==> src/rtl/xbar_pkg.sv <==
// Shared types and helpers for the cross-bar slave-side arbiter.
// Request entries, grant FSM states and the round-robin pick function.
package xbar_pkg;

  localparam int          XBAR_AWIDTH = 32;
  localparam int          XBAR_DWIDTH = 32;
  localparam int unsigned XBAR_MAX_M  = 16;
  localparam int          XBAR_IDX_W  = 4;

  typedef struct packed {
    logic                   we;
    logic [XBAR_AWIDTH-1:0] addr;
    logic [XBAR_DWIDTH-1:0] wdata;
  } xbar_req_t;

  typedef enum logic [1:0] {
    IDLE = 2'd0,
    REQ  = 2'd1,
    RESP = 2'd2
  } arb_state_e;

  // First set bit of req_vec strictly after ptr, wrapping modulo n.
  // Passing ptr = n-1 turns this into a lowest-index-first priority pick.
  function automatic logic [XBAR_IDX_W-1:0] rr_pick(
    input logic [XBAR_MAX_M-1:0] req_vec,
    input logic [XBAR_IDX_W-1:0] ptr,
    input int unsigned           n
  );
    logic [XBAR_IDX_W-1:0] pick;
    logic                  found;
    int unsigned           idx;
    pick  = '0;
    found = 1'b0;
    for (int unsigned i = 1; i <= XBAR_MAX_M; i++) begin
      idx = (32'(ptr) + i) % n;
      if (!found && (i <= n) && req_vec[idx[XBAR_IDX_W-1:0]]) begin
        found = 1'b1;
        pick  = idx[XBAR_IDX_W-1:0];
      end
    end
    return pick;
  endfunction

endpackage

==> src/rtl/xbar_req_fifo.sv <==
// Per-master request FIFO with wrap-bit pointers; head is the next entry to pop.
// Push is ignored when full, pop is ignored when empty.
module xbar_req_fifo
  import xbar_pkg::*;
#(
  parameter int DEPTH = 4,
  parameter int WIDTH = 65
) (
  input  logic             clk,
  input  logic             rst_n,
  input  logic             push,
  input  logic             pop,
  input  logic [WIDTH-1:0] din,
  output logic [WIDTH-1:0] head,
  output logic             not_empty,
  output logic             full
);

  localparam int AW = $clog2(DEPTH);
  localparam logic [AW:0] PTR_ONE = {{AW{1'b0}}, 1'b1};

  logic [AW:0]      wr_ptr_r;
  logic [AW:0]      rd_ptr_r;
  logic [WIDTH-1:0] mem_r [DEPTH];
  logic             do_push_s;
  logic             do_pop_s;

  // Same index with opposite wrap bits means the writer has lapped the reader.
  assign full      = (wr_ptr_r[AW] != rd_ptr_r[AW]) && (wr_ptr_r[AW-1:0] == rd_ptr_r[AW-1:0]);
  assign not_empty = (wr_ptr_r != rd_ptr_r);
  assign do_push_s = push && !full;
  assign do_pop_s  = pop && not_empty;
  assign head      = mem_r[rd_ptr_r[AW-1:0]];

  // Read and write pointers.
  always_ff @(posedge clk or negedge rst_n) begin
    if (!rst_n) begin
      wr_ptr_r <= '0;
      rd_ptr_r <= '0;
    end else begin
      if (do_push_s) begin
        wr_ptr_r <= wr_ptr_r + PTR_ONE;
      end
      if (do_pop_s) begin
        rd_ptr_r <= rd_ptr_r + PTR_ONE;
      end
    end
  end

  // Entry storage.
  always_ff @(posedge clk or negedge rst_n) begin
    if (!rst_n) begin
      for (int i = 0; i < DEPTH; i++) begin
        mem_r[i] <= '0;
      end
    end else if (do_push_s) begin
      mem_r[wr_ptr_r[AW-1:0]] <= din;
    end
  end

endmodule

==> src/rtl/xbar_rr_arbiter.sv <==
// Slave-side arbiter: per-master request FIFOs feeding a round-robin grant FSM,
// one transaction in flight, read data routed back to the issuing master.
// Optional macro XBAR_ARB_PRIO_EN adds prio_mode (fixed lowest-index priority).
module xbar_rr_arbiter
  import xbar_pkg::*;
#(
  parameter int AWIDTH     = 32,
  parameter int DWIDTH     = 32,
  parameter int MASTER_NUM = 4,
  parameter int FIFO_DEPTH = 4
) (
  input  logic                         aclk,
  input  logic                         aresetn,
  input  logic [MASTER_NUM-1:0]        m_req_valid,
  output logic [MASTER_NUM-1:0]        m_req_ready,
  input  logic [MASTER_NUM-1:0]        m_req_we,
  input  logic [MASTER_NUM*AWIDTH-1:0] m_req_addr,
  input  logic [MASTER_NUM*DWIDTH-1:0] m_req_wdata,
  output logic [MASTER_NUM-1:0]        m_resp_valid,
  output logic [DWIDTH-1:0]            m_resp_rdata,
`ifdef XBAR_ARB_PRIO_EN
  input  logic                         prio_mode,
`endif
  output logic                         s_req,
  output logic                         s_we,
  output logic [AWIDTH-1:0]            s_addr,
  output logic [DWIDTH-1:0]            s_wdata,
  input  logic                         s_ack,
  input  logic                         s_resp_valid,
  input  logic [DWIDTH-1:0]            s_rdata
);

  localparam int IW = $clog2(MASTER_NUM);
  localparam int EW = 1 + AWIDTH + DWIDTH;

  logic [MASTER_NUM-1:0] push_s;
  logic [MASTER_NUM-1:0] pop_s;
  logic [MASTER_NUM-1:0] full_s;
  logic [MASTER_NUM-1:0] not_empty_s;
  logic [EW-1:0]         din_s  [MASTER_NUM];
  logic [EW-1:0]         head_s [MASTER_NUM];

  arb_state_e            state_r;
  arb_state_e            state_nxt_s;
  logic [IW-1:0]         gnt_r;
  logic [IW-1:0]         rr_ptr_r;
  logic [IW-1:0]         gnt_idx_s;
  logic [XBAR_IDX_W-1:0] pick_full_s;
  logic [XBAR_MAX_M-1:0] req_pad_s;
  logic [EW-1:0]         sel_head_s;
  logic                  use_prio_s;
  logic                  grant_s;
  logic                  ack_s;
  logic                  resp_s;

  assign m_req_ready = ~full_s;
  assign push_s      = m_req_valid & m_req_ready;

  for (genvar g = 0; g < MASTER_NUM; g++) begin : g_fifo
    assign din_s[g] = {m_req_we[g], m_req_addr[g*AWIDTH +: AWIDTH], m_req_wdata[g*DWIDTH +: DWIDTH]};

    xbar_req_fifo #(
      .DEPTH (FIFO_DEPTH),
      .WIDTH (EW)
    ) u_fifo (
      .clk       (aclk),
      .rst_n     (aresetn),
      .push      (push_s[g]),
      .pop       (pop_s[g]),
      .din       (din_s[g]),
      .head      (head_s[g]),
      .not_empty (not_empty_s[g]),
      .full      (full_s[g])
    );
  end

`ifdef XBAR_ARB_PRIO_EN
  assign use_prio_s = prio_mode;
`else
  assign use_prio_s = 1'b0;
`endif

  // Candidate grant: priority mode is a round-robin pick anchored at the last index.
  always_comb begin
    req_pad_s                   = '0;
    req_pad_s[MASTER_NUM-1:0]   = not_empty_s;
    if (use_prio_s) begin
      pick_full_s = rr_pick(req_pad_s, XBAR_IDX_W'(MASTER_NUM - 1), MASTER_NUM);
    end else begin
      pick_full_s = rr_pick(req_pad_s, XBAR_IDX_W'(rr_ptr_r), MASTER_NUM);
    end
  end

  assign gnt_idx_s  = pick_full_s[IW-1:0];
  assign sel_head_s = head_s[gnt_idx_s];

  // Grant FSM state register.
  always_ff @(posedge aclk or negedge aresetn) begin
    if (!aresetn) begin
      state_r <= IDLE;
    end else begin
      state_r <= state_nxt_s;
    end
  end

  // Next state plus single-cycle grant/ack/response events.
  always_comb begin
    state_nxt_s = state_r;
    pop_s       = '0;
    grant_s     = 1'b0;
    ack_s       = 1'b0;
    resp_s      = 1'b0;
    case (state_r)
      IDLE: begin
        if (|not_empty_s) begin
          grant_s            = 1'b1;
          pop_s[gnt_idx_s]   = 1'b1;
          state_nxt_s        = REQ;
        end else begin
          state_nxt_s = IDLE;
        end
      end
      REQ: begin
        if (s_ack) begin
          ack_s       = 1'b1;
          state_nxt_s = s_we ? IDLE : RESP;
        end else begin
          state_nxt_s = REQ;
        end
      end
      RESP: begin
        if (s_resp_valid) begin
          resp_s      = 1'b1;
          state_nxt_s = IDLE;
        end else begin
          state_nxt_s = RESP;
        end
      end
      default: begin
        state_nxt_s = IDLE;
      end
    endcase
  end

  // Slave request channel; the payload is held until the next grant.
  always_ff @(posedge aclk or negedge aresetn) begin
    if (!aresetn) begin
      s_req   <= 1'b0;
      s_we    <= 1'b0;
      s_addr  <= '0;
      s_wdata <= '0;
      gnt_r   <= '0;
    end else if (grant_s) begin
      s_req                   <= 1'b1;
      {s_we, s_addr, s_wdata} <= sel_head_s;
      gnt_r                   <= gnt_idx_s;
    end else if (ack_s) begin
      s_req <= 1'b0;
    end
  end

  // Round-robin pointer; frozen while fixed priority is selected.
  always_ff @(posedge aclk or negedge aresetn) begin
    if (!aresetn) begin
      rr_ptr_r <= IW'(MASTER_NUM - 1);
    end else if (grant_s && !use_prio_s) begin
      rr_ptr_r <= gnt_idx_s;
    end
  end

  // Read data goes back only to the master that owns the in-flight read.
  always_ff @(posedge aclk or negedge aresetn) begin
    if (!aresetn) begin
      m_resp_valid <= '0;
      m_resp_rdata <= '0;
    end else begin
      m_resp_valid <= '0;
      if (resp_s) begin
        m_resp_valid[gnt_r] <= 1'b1;
        m_resp_rdata        <= s_rdata;
      end
    end
  end

endmodule

==> config.mk <==
export PLATFORM = sky130hd
export DESIGN_NAME = xbar_rr_arbiter
export DESIGN_NICKNAME = d
export VERILOG_FILES = /design/src/rtl/xbar_pkg.sv /design/src/rtl/xbar_req_fifo.sv /design/src/rtl/xbar_rr_arbiter.sv
export SDC_FILE = /design/constraint.sdc
export NUM_CORES = 2
export LEC_CHECK = 0
export CAP_MARGIN = 0
export CORE_MARGIN = 4
export CORE_UTILIZATION = 63
export CTS_CLUSTER_DIAMETER = 150
export CTS_CLUSTER_SIZE = 24
export DETAILED_ROUTE_END_ITERATION = 10
export HOLD_SLACK_MARGIN = 0.08
export PLACE_DENSITY = 0.85
export SYNTH_ARGS = -nofsm -noshare
export SYNTH_HDL_FRONTEND = slang
export SYNTH_SLANG_ARGS = --single-unit
==> constraint.sdc <==
create_clock -name aclk -period 4.9 [get_ports aclk]
set_clock_uncertainty 0.05 [all_clocks]
set_input_delay 0.98 -clock aclk [delete_from_list [all_inputs] [get_ports aclk]]
set_output_delay 0.98 -clock aclk [all_outputs]
set_load 0.005 [all_outputs]
# Word level (Yosys, flattened, before mapping)
# Index checks and enable logic that the tools add are counted.
# op_classes
bitwise	11
eq_ne	14
n_addsub	12
magnitude_cmp	21
n_mux	62
n_reduce_logical	31
# op_table
operator	count
260-bit bitwise mux	4
65-bit two-way mux	14
65-bit binary-select mux with 2-bit select	5
65-bit demux with 2-bit select	4
3-bit >= comparator (second input constant)	9
2-bit inverter with 3-bit output	9
3-bit by 1-bit adder with 3-bit output (second input constant)	8
1-bit logical AND	21
2-bit by 5-bit < comparator with 1-bit output (second input constant)	4
1-bit two-way mux	18
2-bit two-way mux	7
3-bit by 1-bit < comparator with 1-bit output (second input constant)	4
4-bit two-way mux	3
3-bit != test	4
1-bit binary-select mux with 2-bit select	4
2-bit == test	4
1-bit zero test	7
2-bit by 3-bit < comparator with 1-bit output (second input constant)	2
2-bit case mux with 3 select lines	1
2-bit by 1-bit adder with 2-bit output (second input constant)	2
2-bit adder (second input constant)	2
4-bit bitwise AND	1
1-bit demux with 2-bit select	2
2-bit by 1-bit >= comparator with 1-bit output (second input constant)	2
other kinds (7)	10
# totals
word_cells	184
in_bits	300
out_inout_bits	106
register_bits	1172

# Longest topological paths before layout
# logic_depth
word_depth	20
depth_mapped	11
mapped_depth_nobuf	6

# By module
# From an unflattened synthesis, not the netlist that was laid out.
# hier_totals
hier_cells	3252
hier_area_um2	52462.8
# by_module_without_submodules
mod	instances	seq_area_each_um2	area_per_inst_um2	cells_each
xbar_req_fifo	4	6656.4	11671.2	673
xbar_rr_arbiter	1	2705.1	5778.0	560

# Least setup slack after synthesis
# No wires, ideal clock.
# synth_timing
kind	in2reg
from	input port m_req_valid[0]
to	register g_fifo[0].u_fifo.mem_r[15] (netlist name)
setup_slack_ns	2.474
path_stages	6
t_arrival_ns	2.251
t_required_ns	4.725
setup_time_ns	0.125
path_buffers	3
path_cell_list	and2_1 > clkbuf_1 > nand2_1 > clkbuf_1 > buf_2 > mux2_2
# synth_via
elab_chain_cells	2
# synth_lines
item	line	text
from (decl)	xbar_rr_arbiter.sv:14	input logic [MASTER_NUM-1:0] m_req_valid,
4-bit bitwise AND	xbar_rr_arbiter.sv:57	assign push_s = m_req_valid & m_req_ready;
1-bit logical AND	xbar_req_fifo.sv:31	assign do_push_s = push && !full;
to (signal, indexed assignment)	xbar_req_fifo.sv:57	mem_r[wr_ptr_r[AW-1:0]] <= din;
to (decl)	xbar_req_fifo.sv:24	logic [WIDTH-1:0] mem_r [DEPTH];
# Every way passes these cells.
# A chain may end at the register's enable or synchronous reset.

# Worst setup path after layout
# layout_timing
from	register g_fifo[1].u_fifo.rd_ptr_r[0]
to	output port m_req_ready[1]
# layout_via
elab_chain_cells	3
# layout_lines
item	line	text
from (decl)	xbar_req_fifo.sv:23	logic [AW:0] rd_ptr_r;
from (signal assigned)	xbar_req_fifo.sv:45	rd_ptr_r <= rd_ptr_r + PTR_ONE;
2-bit == test	xbar_req_fifo.sv:29	assign full = (wr_ptr_r[AW] != rd_ptr_r[AW]) && (wr_ptr_r[AW-1:0] == rd_ptr_r[AW-1:0]);
1-bit logical AND	xbar_req_fifo.sv:29	
4-bit inverter	xbar_rr_arbiter.sv:56	assign m_req_ready = ~full_s;
to (decl)	xbar_rr_arbiter.sv:15	output logic [MASTER_NUM-1:0] m_req_ready,
# Every way passes these cells.

==> impl_metrics.ini <==
[logic_synthesis]
syn_area_um2 = 53350
synth-adder-area-share_pct = 0.4690
synthesis.instances = 3585
post_synth_num_cell_types = 49
largest_family_of_logic_cells_by_synthesized_area = multiplexers
synth_fp_nets = 3905
post_synth_mux_area_share_pct = 34.23
synth-main-ff-cell = sky130_fd_sc_hd__dfrtp_1
synth.avg_cell_area_um2 = 14.88
synth_enable_flop_cells = 0
yosysWarningCount = 0
post_synth_and_or_nand_nor_area_fraction_pct = 4.644
synthArstFlopShare_pct = 100.0
compound_cell_area_share_of_the_yosys_netlist_pct = 2.681
yosysSeqAreaShare_pct = 54.98
ys_seq_elements = 1172
synth_xor_xnor_area_share_pct = 0.4597

[cells_and_area]
post_route_cells_drive_above_1_share_pct = 40.61
n_fill_cell = 5484
syn2layout_area_growth_pct = 12.57
finalNetCount = 4158

[sta]
rsz0062_at_grt = no
final_hold_viol_count = 0
timing.final.setup_violations = 0
finalMaxSlewViolations = 0
final.period_utilization_pct = 77.17
timing.fmax_mhz = 264.4
tns_ns = 0
post-route-min-period_ns = 3.782
worst_slew_pin_slew_ns = 1.162
postLayoutSetupSlackWorst_ns = 1.118
slew_headroom_pct = 22.52

[worst_setup_path]
critical_path.reg2reg.startpoint = g_fifo[1].u_fifo.rd_ptr_r[0]
crit_path_max_fanout = 30
worst_path_slowest_cell = sky130_fd_sc_hd__dfrtp_4
critPathLaunchType = flop
worstPathArrival_ns = 2.75
cpPeakStageDelay_ns = 0.84
timing_worst_setup_path_type = flop to primary output
crit_family = flip-flops
register_to_register_setup_slack_ns = 1.49
reg2reg_to = s_wdata[19]
path_buf_inv = 1
timing.critical_path.cells = xor2_1 -> nor2_1 -> nand2_1 -> clkdlybuf4s50_1
kind_of_capture_point_of_the_worst_setup_path = primary output
ff2ff_path_depth = 7
cp.required_ns = 3.87

[detailed_routing]
routed_wl_um = 134000
drt_first_pass_iters = 5
ant_nets = 0
drtIter0Drc = 2248
route.detailed.drc = 0
dr_total_vias = 31694
wl_per_cell_um = 26.71
via_density = 6.316

[cts]
ctsHtreeMaxLevel = 2
numCtsBuffers = 54
cts.repair.resized = 0
insertion_delay_ns = 0.66
postCtsHoldBufs = 0
clockBufferDepth = 3
post_cts_buffers = 0
tritoncts = done
clock_tree.root_cell = sky130_fd_sc_hd__clkbuf_16
clock-sinks = 1172
path_clk_slew_ns = 0.10

[flow_run]
cap_violations = 0

[global_routing]
grt_use_total_pct = 30.10
vias_in_the_first_global_route = 33453
grt_antenna_before_repair = 28
grt_start_max_net_pins = 110
grt_first_pass_wirelength_um = 205100
grt_overflow = 0

[pwr]
power_density_nw_per_um2 = 748.9
irDropWorstVdd_v = 0.0007349
leakagePower_nw = 24.87

[die]
fp.dieW_um = 299.0
dieArea_um2 = 89400
dieHeight_um = 299.0
rows = 106
core-area_um2 = 83820
top_level_ports = 406
initial_core_util_pct = 63.65

[place]
portBuffers = 405
dp_hpwl_um = 92050
gp_routability_congestion = 0.8758
post-place-ws_ns = 1.427

[hold_path]
hold_removal_path_class = primary input to async pin

[status]
run_status = completed
per-layer routing:
layer | track usage (%) | wire length, um | part of all wire (%) | vias to the layer above
met2 | 50.89 | 68550 | 51 | 866
met3 | 5.696 | 7834 | 5.8 | 259
met4 | 14.56 | 7295 | 5.4 | 18
met5 | 0 | 112 | 0.084 | -
li1 | - | - | - | 13681
met1 | 37.79 | 50230 | 37 | 16870
power by group:
group | switching [W] | internal [W] | leakage, nW | total [W]
Sequential | 0.00279 | 0.0147 | 13.9 | 0.0175
Clock | 0.00300 | 0.00220 | 0.745 | 0.00520
Combinational | 0.0108 | 0.0115 | 10.2 | 0.0223
cell usage after synthesis, types with 4 or more instances:
| cell | n | share of area (%) |
|---|---|---|
| sky130_fd_sc_hd__or3_1 | 5 | 0.059 |
| sky130_fd_sc_hd__nor2_1 | 206 | 1.4 |
| sky130_fd_sc_hd__clkbuf_1 | 132 | 0.93 |
| sky130_fd_sc_hd__buf_1 | 9 | 0.063 |
| sky130_fd_sc_hd__ha_1 | 20 | 0.47 |
| sky130_fd_sc_hd__a211oi_2 | 50 | 1.2 |
| sky130_fd_sc_hd__nand4_1 | 130 | 1.5 |
| sky130_fd_sc_hd__xor2_1 | 14 | 0.23 |
| sky130_fd_sc_hd__mux4_2 | 260 | 11 |
| sky130_fd_sc_hd__inv_1 | 9 | 0.063 |
| sky130_fd_sc_hd__xnor2_1 | 14 | 0.23 |
| sky130_fd_sc_hd__buf_4 | 5 | 0.070 |
| sky130_fd_sc_hd__dfrtp_1 | 1170 | 55 |
| sky130_fd_sc_hd__nand3_1 | 4 | 0.038 |
| sky130_fd_sc_hd__a21oi_1 | 17 | 0.16 |
| sky130_fd_sc_hd__o21ai_0 | 6 | 0.056 |
| sky130_fd_sc_hd__mux2i_1 | 65 | 1.2 |
| sky130_fd_sc_hd__and2_1 | 4 | 0.047 |
| sky130_fd_sc_hd__nor3_1 | 5 | 0.047 |
| sky130_fd_sc_hd__buf_12 | 6 | 0.23 |
| sky130_fd_sc_hd__nand2_1 | 193 | 1.4 |
| sky130_fd_sc_hd__buf_2 | 125 | 1.2 |
| sky130_fd_sc_hd__a21oi_2 | 50 | 0.82 |
| sky130_fd_sc_hd__mux2_2 | 1043 | 22 |
| sky130_fd_sc_hd__a211oi_1 | 15 | 0.21 |
registers in the layout, summed over array words and instances (netlist names):
name	count
g_fifo.u_fifo.mem_r	1040
m_resp_rdata	32
s_addr	32
s_wdata	32
g_fifo.u_fifo.rd_ptr_r	12
g_fifo.u_fifo.wr_ptr_r	12
m_resp_valid	4
gnt_r	2
rr_ptr_r	2
state_r	2
s_req	1
s_we	1
logic make-up after synthesis:
| logic type | count (synthesis) |
|---|---|
| buffers and inverters | 288 |
| xor gates and xnor gates | 28 |
| DFF | 1172 |
| and+or+nand+nor | 556 |
| adders and majority gates | 20 |
| muxes | 1369 |
| AOI/OAI and AO/OA | 152 |
placed cells by master (no fill, tap or decap), types with 2 or more instances in the layout:
cell / instances
sky130_fd_sc_hd__a211oi_1: 15
sky130_fd_sc_hd__a211oi_2: 50
sky130_fd_sc_hd__a21oi_1: 17
sky130_fd_sc_hd__a21oi_2: 50
sky130_fd_sc_hd__and2_1: 4
sky130_fd_sc_hd__buf_12: 22
sky130_fd_sc_hd__buf_4: 48
sky130_fd_sc_hd__clkbuf_1: 24
sky130_fd_sc_hd__clkbuf_16: 57
sky130_fd_sc_hd__clkdlybuf4s50_1: 404
sky130_fd_sc_hd__dfrtp_1: 1162
sky130_fd_sc_hd__dfrtp_2: 2
sky130_fd_sc_hd__dfrtp_4: 6
sky130_fd_sc_hd__dfstp_2: 2
sky130_fd_sc_hd__diode_2: 20
sky130_fd_sc_hd__ha_1: 20
sky130_fd_sc_hd__inv_1: 9
sky130_fd_sc_hd__mux2_2: 1043
sky130_fd_sc_hd__mux2i_1: 65
sky130_fd_sc_hd__mux4_2: 260
sky130_fd_sc_hd__nand2_1: 176
sky130_fd_sc_hd__nand2_2: 8
sky130_fd_sc_hd__nand2_4: 9
sky130_fd_sc_hd__nand3_1: 4
sky130_fd_sc_hd__nand3b_1: 2
sky130_fd_sc_hd__nand4_1: 130
sky130_fd_sc_hd__nor2_1: 206
sky130_fd_sc_hd__nor2_2: 2
sky130_fd_sc_hd__nor3_1: 5
sky130_fd_sc_hd__o211ai_1: 2
sky130_fd_sc_hd__o21ai_0: 6
sky130_fd_sc_hd__or3_1: 5
sky130_fd_sc_hd__xnor2_1: 14
sky130_fd_sc_hd__xor2_1: 14
metrics by stage:
stage | utilization [%] | cell area (um^2) | power [W] | instances | hold slack [ns]
4_1_cts | 71.59 | 60010 | 0.04516 | 4998 | 0.3824
3_5_place_dp | 69.75 | 58460 | 0.03999 | 4916 | 0.4120
2_1_floorplan | - | 53350 | 0.03284 | 3585 | 0.3992
5_1_grt | 71.62 | 60040 | 0.04728 | 5009 | 0.3889
3_3_place_gp | 69.75 | 58460 | 0.03906 | 4916 | 0.4073
6_report | 71.65 | 60060 | 0.04498 | 5018 | 0.3207
how the worst max path moves through the flow:
stage,to,cells past startpoint,from,slack [ns]
finish,m_req_ready[1],4,g_fifo[1].u_fifo.rd_ptr_r[0],1.12
global route,m_req_ready[1],4,g_fifo[1].u_fifo.rd_ptr_r[0],1.02
CTS,m_req_ready[1],4,g_fifo[1].u_fifo.rd_ptr_r[0],1.14
detailed placement,g_fifo[0].u_fifo.mem_r[241],4,m_req_valid[0],1.43
global placement,g_fifo[0].u_fifo.mem_r[81],4,m_req_valid[0],1.47
floorplan,g_fifo[0].u_fifo.mem_r[15],6,m_req_valid[0],2.47
area by class of cell:
cell class,instances,area [um^2],share of cell area [%]
antenna,20,50.05,0.08333
clock buffer,81,1516,2.525
clock inverter,1,30.03,0.05000
inverter,10,37.54,0.06250
multi-input combinational,2125,22790,37.95
sequential,1172,29360,48.88
tap,1134,1419,2.362
timing repair buffer,475,4860,8.092
Power figures use the tool's default switching activity.
